--- config.mk ---
export PLATFORM = sky130hd
export DESIGN_NAME = fifo_uart_tx_flat
export DESIGN_NICKNAME = d
export VERILOG_FILES = /design/src/rtl/fifo_uart_pkg.sv /design/src/rtl/fifo_uart_tx_if.sv /design/src/rtl/baud_tick_gen.sv /design/src/rtl/fifo_uart_tx.sv /design/src/flat_wrapper.sv
export SDC_FILE = /design/constraint.sdc
export NUM_CORES = 1
export LEC_CHECK = 0
export BUFFER_PORTS_ARGS = -buffer_cell sky130_fd_sc_hd__buf_2
export CAP_MARGIN = 20
export CORE_MARGIN = 2
export CORE_UTILIZATION = 25
export DETAILED_ROUTE_END_ITERATION = 16
export SKIP_LAST_GASP = 1
export SYNTH_ARGS = -nofsm -noshare
export SYNTH_HDL_FRONTEND = slang
export SYNTH_HIERARCHICAL = 1
export SYNTH_SLANG_ARGS = --single-unit
export TNS_END_PERCENT = 20
--- constraint.sdc ---
create_clock -name clk -period 4.5 [get_ports clk]
set_input_delay 0.45 -clock clk [delete_from_list [all_inputs] [get_ports clk]]
set_output_delay 0.45 -clock clk [all_outputs]
set_load 0.02 [all_outputs]
--- src/rtl/fifo_uart_pkg.sv ---
// rtl/fifo_uart_pkg.sv - shared types and constants for the FIFO-fed UART transmitter
package fifo_uart_pkg;

  typedef enum logic [2:0] {
    IDLE,
    READ,
    LOAD,
    START,
    DATA,
    PAR,
    STOP
  } tx_state_e;

  localparam int PAR_NONE = 0;
  localparam int PAR_EVEN = 1;
  localparam int PAR_ODD  = 2;

  localparam logic TX_IDLE = 1'b1;

  // data_xor is the reduction XOR of the word; odd parity inverts it
  function automatic logic parity_bit(input logic data_xor, input int mode);
    return (mode == PAR_ODD) ? ~data_xor : data_xor;
  endfunction

endpackage

--- src/rtl/fifo_uart_tx_if.sv ---
// rtl/fifo_uart_tx_if.sv - FIFO read-side bundle between Sync_FIFO and the UART transmitter
interface fifo_uart_tx_if #(
  parameter int Width = 8
);

  logic             fifo_empty;
  logic [Width-1:0] fifo_rdata;
  logic             fifo_r_en;

  modport master (
    input  fifo_empty,
    input  fifo_rdata,
    output fifo_r_en
  );

  modport slave (
    output fifo_empty,
    output fifo_rdata,
    input  fifo_r_en
  );

endinterface

--- src/rtl/baud_tick_gen.sv ---
// rtl/baud_tick_gen.sv - bit-period counter; tick marks the last clk of each bit time
module baud_tick_gen #(
  parameter int CLKS_PER_BIT = 16
) (
  input  logic clk,
  input  logic rst,
  input  logic en,
  output logic tick
);

  localparam int CW = (CLKS_PER_BIT > 1) ? $clog2(CLKS_PER_BIT) : 1;
  localparam logic [CW-1:0] LAST = CW'(CLKS_PER_BIT - 1);

  logic [CW-1:0] cnt;

  always_ff @(posedge clk or posedge rst) begin
    if (rst) begin
      cnt <= '0;
    end else if (!en || cnt == LAST) begin
      cnt <= '0;
    end else begin
      cnt <= cnt + CW'(1);
    end
  end

  assign tick = en && (cnt == LAST);

endmodule

--- src/rtl/fifo_uart_tx.sv ---
// rtl/fifo_uart_tx.sv - drains Sync_FIFO words and serialises them as UART frames
module fifo_uart_tx
  import fifo_uart_pkg::*;
#(
  parameter int Width        = 8,
  parameter int CLKS_PER_BIT = 16,
  parameter int PARITY       = 0,
  parameter int STOP_BITS    = 1
) (
  input  logic            clk,
  input  logic            rst,
  fifo_uart_tx_if.master  bus,
  output logic            tx,
  output logic            busy,
  output logic            tx_done
);

  localparam int IW = $clog2(Width) + 1;
  localparam logic [IW-1:0] LAST_BIT = IW'(Width - 1);

  tx_state_e        state;
  tx_state_e        state_next;
  logic             bit_tick;
  logic             baud_en;
  logic [Width-1:0] shreg;
  logic [IW-1:0]    bit_idx;
  logic             stop_idx;
  logic             last_stop;
  logic             par_bit;
  logic             r_en;

  assign baud_en   = (state == START) || (state == DATA) || (state == PAR) || (state == STOP);
  assign last_stop = (STOP_BITS < 2) || stop_idx;

  baud_tick_gen #(
    .CLKS_PER_BIT(CLKS_PER_BIT)
  ) u_baud (
    .clk (clk),
    .rst (rst),
    .en  (baud_en),
    .tick(bit_tick)
  );

  always_ff @(posedge clk or posedge rst) begin
    if (rst) begin
      state <= IDLE;
    end else begin
      state <= state_next;
    end
  end

  always_comb begin
    state_next = state;
    case (state)
      IDLE:  if (!bus.fifo_empty) state_next = READ;
      READ:  state_next = LOAD;
      LOAD:  state_next = START;
      START: if (bit_tick) state_next = DATA;
      DATA: begin
        if (bit_tick && bit_idx == LAST_BIT) begin
          state_next = (PARITY != PAR_NONE) ? PAR : STOP;
        end
      end
      PAR:   if (bit_tick) state_next = STOP;
      STOP: begin
        if (bit_tick && last_stop) begin
          state_next = bus.fifo_empty ? IDLE : READ;
        end
      end
      default: state_next = IDLE;
    endcase
  end

  always_comb begin
    busy    = (state != IDLE);
    tx_done = (state == STOP) && bit_tick && last_stop;
  end

  // tx is always registered; each bit is loaded on the tick that ends the previous one
  always_ff @(posedge clk or posedge rst) begin
    if (rst) begin
      tx       <= TX_IDLE;
      r_en     <= 1'b0;
      shreg    <= '0;
      bit_idx  <= '0;
      stop_idx <= 1'b0;
      par_bit  <= 1'b0;
    end else begin
      r_en <= (state_next == READ);
      case (state)
        LOAD: begin
          shreg    <= bus.fifo_rdata;
          par_bit  <= parity_bit(^bus.fifo_rdata, PARITY);
          tx       <= 1'b0;
          bit_idx  <= '0;
          stop_idx <= 1'b0;
        end
        START: begin
          if (bit_tick) tx <= shreg[0];
        end
        DATA: begin
          if (bit_tick) begin
            shreg   <= shreg >> 1;
            bit_idx <= bit_idx + IW'(1);
            if (bit_idx == LAST_BIT) begin
              tx <= (PARITY != PAR_NONE) ? par_bit : TX_IDLE;
            end else begin
              tx <= shreg[1];
            end
          end
        end
        PAR: begin
          if (bit_tick) tx <= TX_IDLE;
        end
        STOP: begin
          if (bit_tick) stop_idx <= ~stop_idx;
        end
        default: tx <= TX_IDLE;
      endcase
    end
  end

  assign bus.fifo_r_en = r_en;

endmodule

--- src/flat_wrapper.sv ---
// flat-port wrapper written by rule: the top's interface ports become plain ports
module fifo_uart_tx_flat import fifo_uart_pkg::*;
#(
  parameter int Width        = 8,
  parameter int CLKS_PER_BIT = 16,
  parameter int PARITY       = 0,
  parameter int STOP_BITS    = 1
)
  (clk, rst, tx, busy, tx_done, bus_fifo_empty, bus_fifo_rdata, bus_fifo_r_en);
  fifo_uart_tx_if #(.Width(Width)) bus_i ();
  input  logic clk;
  input  logic rst;
  output logic tx;
  output logic busy;
  output logic tx_done;
  input wire logic [$bits(bus_i.fifo_empty)-1:0] bus_fifo_empty;
  input wire logic [$bits(bus_i.fifo_rdata)-1:0] bus_fifo_rdata;
  output wire logic [$bits(bus_i.fifo_r_en)-1:0] bus_fifo_r_en;
  assign bus_i.fifo_empty = bus_fifo_empty;
  assign bus_i.fifo_rdata = bus_fifo_rdata;
  assign bus_fifo_r_en = bus_i.fifo_r_en;
  fifo_uart_tx #(.Width(Width), .CLKS_PER_BIT(CLKS_PER_BIT), .PARITY(PARITY), .STOP_BITS(STOP_BITS)) u_core (.clk(clk), .rst(rst), .bus(bus_i), .tx(tx), .busy(busy), .tx_done(tx_done));
endmodule
# After elaboration in Yosys (flattened, before gate mapping)
# Cells that the tools add are included.
# totals
reg_bits,21
latch_bits,0
ramBits,0
romBits,0
elab_cells,51
mem_count,0
# op_classes
add_sub_neg,2
mul,0
div,0
n_lt_le_gt_ge,0
n_eq_ne,12
shifts,0
n_mux,17
n_bitwise,1
n_reduce_logical,13
# op_table
operator,n
$pmux W3 S7,1
$pmux W8 S2,1
$mux W3,5
$eq A3 B3 Y1 const B,3
$add A4 B1 Y4 const B,2
$mux W4,2
$mux W8,1
$pmux W4 S2,1
$eq A3 B1 Y1 const B,2
$eq A3 B2 Y1 const B,2
$ne A2 B1 Y1 const B,3
$mux W1,5
$pmux W1 S5,1
$eq A4 B3 Y1 const B,1
$eq A4 B4 Y1 const B,1
$logic_or A1 B1 Y1,4
$reduce_and A4 Y1,1
$logic_and A1 B1 Y1,3
$logic_not A3 Y1,1
$reduce_bool A3 Y1,1
$reduce_and A2 Y1,1
$reduce_bool A2 Y1,1
$logic_not A1 Y1,1
$not A1 Y1,1

# Logic depth before layout (Yosys ltp)
# logic_depth
word_depth,9
depth_mapped,10
depth_no_buf,7

# Hierarchy
# Netlist, hierarchy kept.
# modules_own_cells
mod,instances,cells_each,area_each_um2,seq_area_each_um2
fifo_uart_tx,1,100,1058.5,426.7
baud_tick_gen,1,16,177.7,100.1

# Least setup slack after synthesis
# Ideal clock, no wire load.
# synth_timing
kind,register to output
startpoint,reg u_core.state[1]
endpoint,out tx_done
arrival_time_ns,1.964
required_ns,4.050
slack_ns,2.086
path_stages_with_launch,10
n_path_buf,3
cell_sequence,dfrtp_1 -> clkbuf_1 -> clkbuf_1 -> nand2_1 -> xnor2_1 -> inv_1 -> nor2_1 -> clkbuf_1 -> nand2_1 -> inv_1
# synth_between
elab_chain_cells,6
# synth_lines
element,line_no,source
from (decl),fifo_uart_tx.sv:21,tx_state_e state;
from (signal assigned),fifo_uart_tx.sv:48,state <= state_next;
$eq A3 B2 Y1 / $eq A3 B3 Y1 (equally long branches),fifo_uart_tx.sv:32,assign baud_en = (state == START) || (state == DATA) || (state == PAR) || (state == STOP);
$logic_or A1 B1 Y1 (2 in series),fifo_uart_tx.sv:32,
$logic_or A1 B1 Y1 (*),fifo_uart_tx.sv:32,
named net u_core.baud_en,fifo_uart_tx.sv:24,logic baud_en;
$logic_and A1 B1 Y1 (*),baud_tick_gen.sv:26,assign tick = en && (cnt == LAST);
named net u_core.bit_tick,fifo_uart_tx.sv:23,logic bit_tick;
$logic_and A1 B1 Y1 (*),fifo_uart_tx.sv:76,tx_done = (state == STOP) && bit_tick && last_stop;
to (decl),flat_wrapper.sv:15,output logic tx_done;
# The timed path passes the listed nets; every way through them passes the cells marked *.

# Worst setup path after layout
# layout_timing
startpoint,reg u_core.state[1]
endpoint,reg u_core.shreg[1]
# layout_between
elab_chain_cells,7
# layout_lines
element,line_no,source
$eq A3 B2 Y1 / $eq A3 B3 Y1 (equally long branches),fifo_uart_tx.sv:32,
$logic_or A1 B1 Y1 (2 in series),fifo_uart_tx.sv:32,
$logic_or A1 B1 Y1 (*),fifo_uart_tx.sv:32,
named net u_core.baud_en,fifo_uart_tx.sv:24,
$logic_and A1 B1 Y1 (*),baud_tick_gen.sv:26,
named net u_core.bit_tick,fifo_uart_tx.sv:23,
$ne A2 B1 Y1 (no source line) (*),n/a,
$reduce_and A2 Y1 (no source line) (*),n/a,
to (signal assigned),fifo_uart_tx.sv:92,shreg <= bus.fifo_rdata;
to (signal assigned),fifo_uart_tx.sv:103,shreg <= shreg >> 1;
to (decl),fifo_uart_tx.sv:25,logic [Width-1:0] shreg;
# Marked as above.
# A chain may end at the register's enable or synchronous reset.

==> impl_metrics.py <==
metrics = {
    "detailed_routing": {
        "firstDrtPassIters": 4,
        "routed_wl_um": 2320,
        "initialDrtViolationCount": 50,
        "antenna_left": 0,
        "drc": 0,
        "post_drt_wl_per_cell_um": 11.9,
        "vias": 855,
        "via_per_inst": 4.38,
    },
    "final_layout": {
        "fin_util": 0.296,
        "drive_gt1_frac": 0.273,
        "layout_common_cells": "dfrtp_1, buf_2, mux2_4",
        "n_fill_cell": 497,
        "syn2layout_area_growth_pct": 13.9,
        "final_cells": 195,
        "num_antenna_cells": 0,
        "finalNetCount": 142,
        "final_common_cell": "dfrtp_1",
    },
    "worst_setup_path": {
        "worstPathArrival_ns": 2.68,
        "regToRegStartpoint": "u_core/state[1]$_DFF_PP0_",
        "slowest_stage": "dfrtp_1",
        "cpPeakStageDelay_ns": 0.70,
        "ff2ff_setup_slack_ns": 1.97,
        "cp_max_fo": 21,
        "cp-start-kind": "register",
        "r2r_end": "u_core/shreg[1]$_DFFE_PP0P_",
        "crit_type": "reg -> reg",
        "r2r_cells": 8,
        "cp.required_ns": 4.65,
        "endpoint_kind": "register",
        "cp_cell_sequence": "nand2_1, xnor2_1, inv_1, nor2_1, buf_4, nand3b_1, a21oi_4, mux2_2",
    },
    "logic_synthesis": {
        "synth_top_family_by_area": "multiplexers",
        "synth_compound_area_frac": 0.141,
        "ys.flop_type": "dfrtp_1",
        "synth_edf_count": 0,
        "syn_inst": 116,
        "yosys.area_share.simple": 0.169,
        "synth_warnings": 6,
        "avgSynthCellArea_um2": 10.7,
        "synth.net_count": 129,
        "synth_area_um2": 1240,
        "synthAdderAreaFrac": 0.0202,
        "synthXorXnorAreaFrac": 0.0142,
        "synth.area.mux_share": 0.174,
        "synth-seq-cells": 21,
        "synth_cell_types": 41,
        "ys_async_sr_fraction": 1.00,
        "ys_seq_area_frac": 0.426,
    },
    "timing": {
        "slew_violations": 0,
        "max_slew_margin": 0.564,
        "max_freq_mhz": 395,
        "fin_tns_setup_ns": 0,
        "hold_viol": 0,
        "final.min_clock_period_ns": 2.53,
        "finClkSkew_ns": 0.00153,
        "setup_viol": 0,
        "hold_ws_ns": 0.0623,
        "rsz0062_at_grt": "no",
        "tightest_slew_ns": 0.654,
        "finalCritPeriodShare": 0.563,
    },
    "placement": {
        "dp_hpwl_um": 1620,
        "io_buffers": 14,
        "numPlacedInstances": 191,
        "place_congestion": 0.757,
    },
    "cts": {
        "clkSinkCount": 21,
        "htreeDepth": 1,
        "post_cts_buffers": 0,
        "cts_made_buffers": 3,
        "cts_resized": 0,
        "clk_latency_ns": 0.26,
        "clk_pin_slew_ns": 0.07,
        "cts_tree": "done",
        "cts-root-buf": "clkbuf_8",
        "clock_path_buffers": 2,
        "postCtsHoldBufs": 0,
    },
    "grt": {
        "grt_pass1_vias": 772,
        "grt_usage": 0.0873,
        "grt_antenna_before_repair": 0,
        "grt_max_degree": 23,
        "grt_first_pass_wirelength_um": 3680,
        "grt-ovfl-total": 0,
    },
    "floorplan": {
        "dieHeight_um": 74.3,
        "design.die.area_um2": 5520,
        "die_x_um": 74.3,
        "io_pins": 15,
        "start_util": 0.260,
        "core_region_area_um2": 4750,
        "num_rows": 25,
    },
    "job": {
        "maxCapViolCount": 0,
    },
    "power_and_ir_drop": {
        "power_density_nw_per_um2": 510,
        "vdd_drop_max_mv": 0.121,
        "total_power_w": 0.000718,
        "power_leakage_nw": 0.636,
    },
    "worst_hold_path": {
        "hold_class": "in -> async",
    },
    "run_status": {
        "outcome": "finished clean",
    },
}
==> how the worst max path moves through the flow <==
stage	endpoint	start	slack, ns
after global routing	u_core/shreg[1]$_DFFE_PP0P_	u_core/state[1]$_DFF_PP0_	1.75
final	u_core/shreg[1]$_DFFE_PP0P_	u_core/state[1]$_DFF_PP0_	1.97
after global placement	u_core/shreg[0]$_DFFE_PP0P_	u_core/state[1]$_DFF_PP0_	2.06
after CTS	u_core/shreg[1]$_DFFE_PP0P_	u_core/state[1]$_DFF_PP0_	1.98
after detailed placement	u_core/shreg[1]$_DFFE_PP0P_	u_core/state[1]$_DFF_PP0_	2.01
after floorplan	tx_done	u_core/state[1]$_DFF_PP0_	2.09
==> critical path, delay by kind of cell, from the launching register on <==
| family | cells | cell delay, ns |
|---|---|---|
| XOR/XNOR | 1 | 0.20 |
| flip-flops | 1 | 0.70 |
| AND/OR/NAND/NOR | 3 | 0.42 |
| AO/OA/AOI/OAI | 1 | 0.41 |
| multiplexers | 1 | 0.38 |
| buffers and inverters | 2 | 0.31 |
==> layout make-up <==
class / count / area [um2] / share of cell area
Inverter: 9 / 33.8 / 0.0240
Clock buffer: 4 / 45.0 / 0.0320
Sequential cell: 21 / 527 / 0.374
Timing Repair Buffer: 15 / 77.6 / 0.0551
Tap cell: 67 / 83.8 / 0.0596
Multi-Input combinational cell: 79 / 641 / 0.455
==> registers in the layout (all words and copies together) (netlist names) <==
| register | flops |
|---|---|
| u_core/bus.fifo_r_en | 1 |
| u_core/bit_idx | 4 |
| u_core/u_baud/cnt | 4 |
| u_core/state | 3 |
| u_core/shreg | 8 |
| u_core/tx | 1 |
==> power breakdown <==
group | switching [W] | total, W | internal (W)
registers | 0.0000778 | 0.000336 | 0.000259
logic | 0.000111 | 0.000259 | 0.000148
clock network | 0.0000597 | 0.000123 | 0.0000631
==> kinds of logic after synthesis <==
logic type / Yosys count
xor gates and xnor gates: 2
buffers and inverters: 16
adders and majority gates: 2
and+or+nand+nor: 35
muxes: 16
DFF: 21
AOI/OAI and AO/OA: 24
==> cell usage after synthesis (2+ instances only) <==
cell type | number | area (um2)
nor3b_1 | 3 | 22.5
o22ai_1 | 3 | 18.8
inv_1 | 9 | 33.8
ha_1 | 2 | 25.0
o211ai_1 | 2 | 15.0
o21ai_0 | 3 | 15.0
xnor2_1 | 2 | 17.5
mux2_2 | 4 | 45.0
dfrtp_1 | 20 | 500
a21o_1 | 2 | 15.0
nor3_1 | 2 | 10.0
nand3b_1 | 4 | 30.0
a21oi_1 | 4 | 20.0
a31oi_1 | 2 | 12.5
nand2b_1 | 4 | 25.0
mux2i_1 | 2 | 20.0
or3_1 | 2 | 12.5
nand2_1 | 6 | 22.5
clkbuf_1 | 5 | 18.8
nor2_1 | 5 | 18.8
mux2_4 | 10 | 150
==> metal layers <==
metal	vias up	wire length [um]	global-route usage
met1	402	1190	0.115
met2	12	1040	0.139
met3	4	53	0.0203
li1	437	-	-
met4	0	36	0.0357
met5	-	0	0
==> stage by stage <==
stage          setup WS (ns)  area (um2)
6_report                1.97        1410
5_1_grt                 1.75        1410
4_1_cts                 1.98        1410
2_1_floorplan           2.09        1240
3_3_place_gp            2.06        1360
3_5_place_dp            2.01        1360
Power figures use the tool's default switching activity.
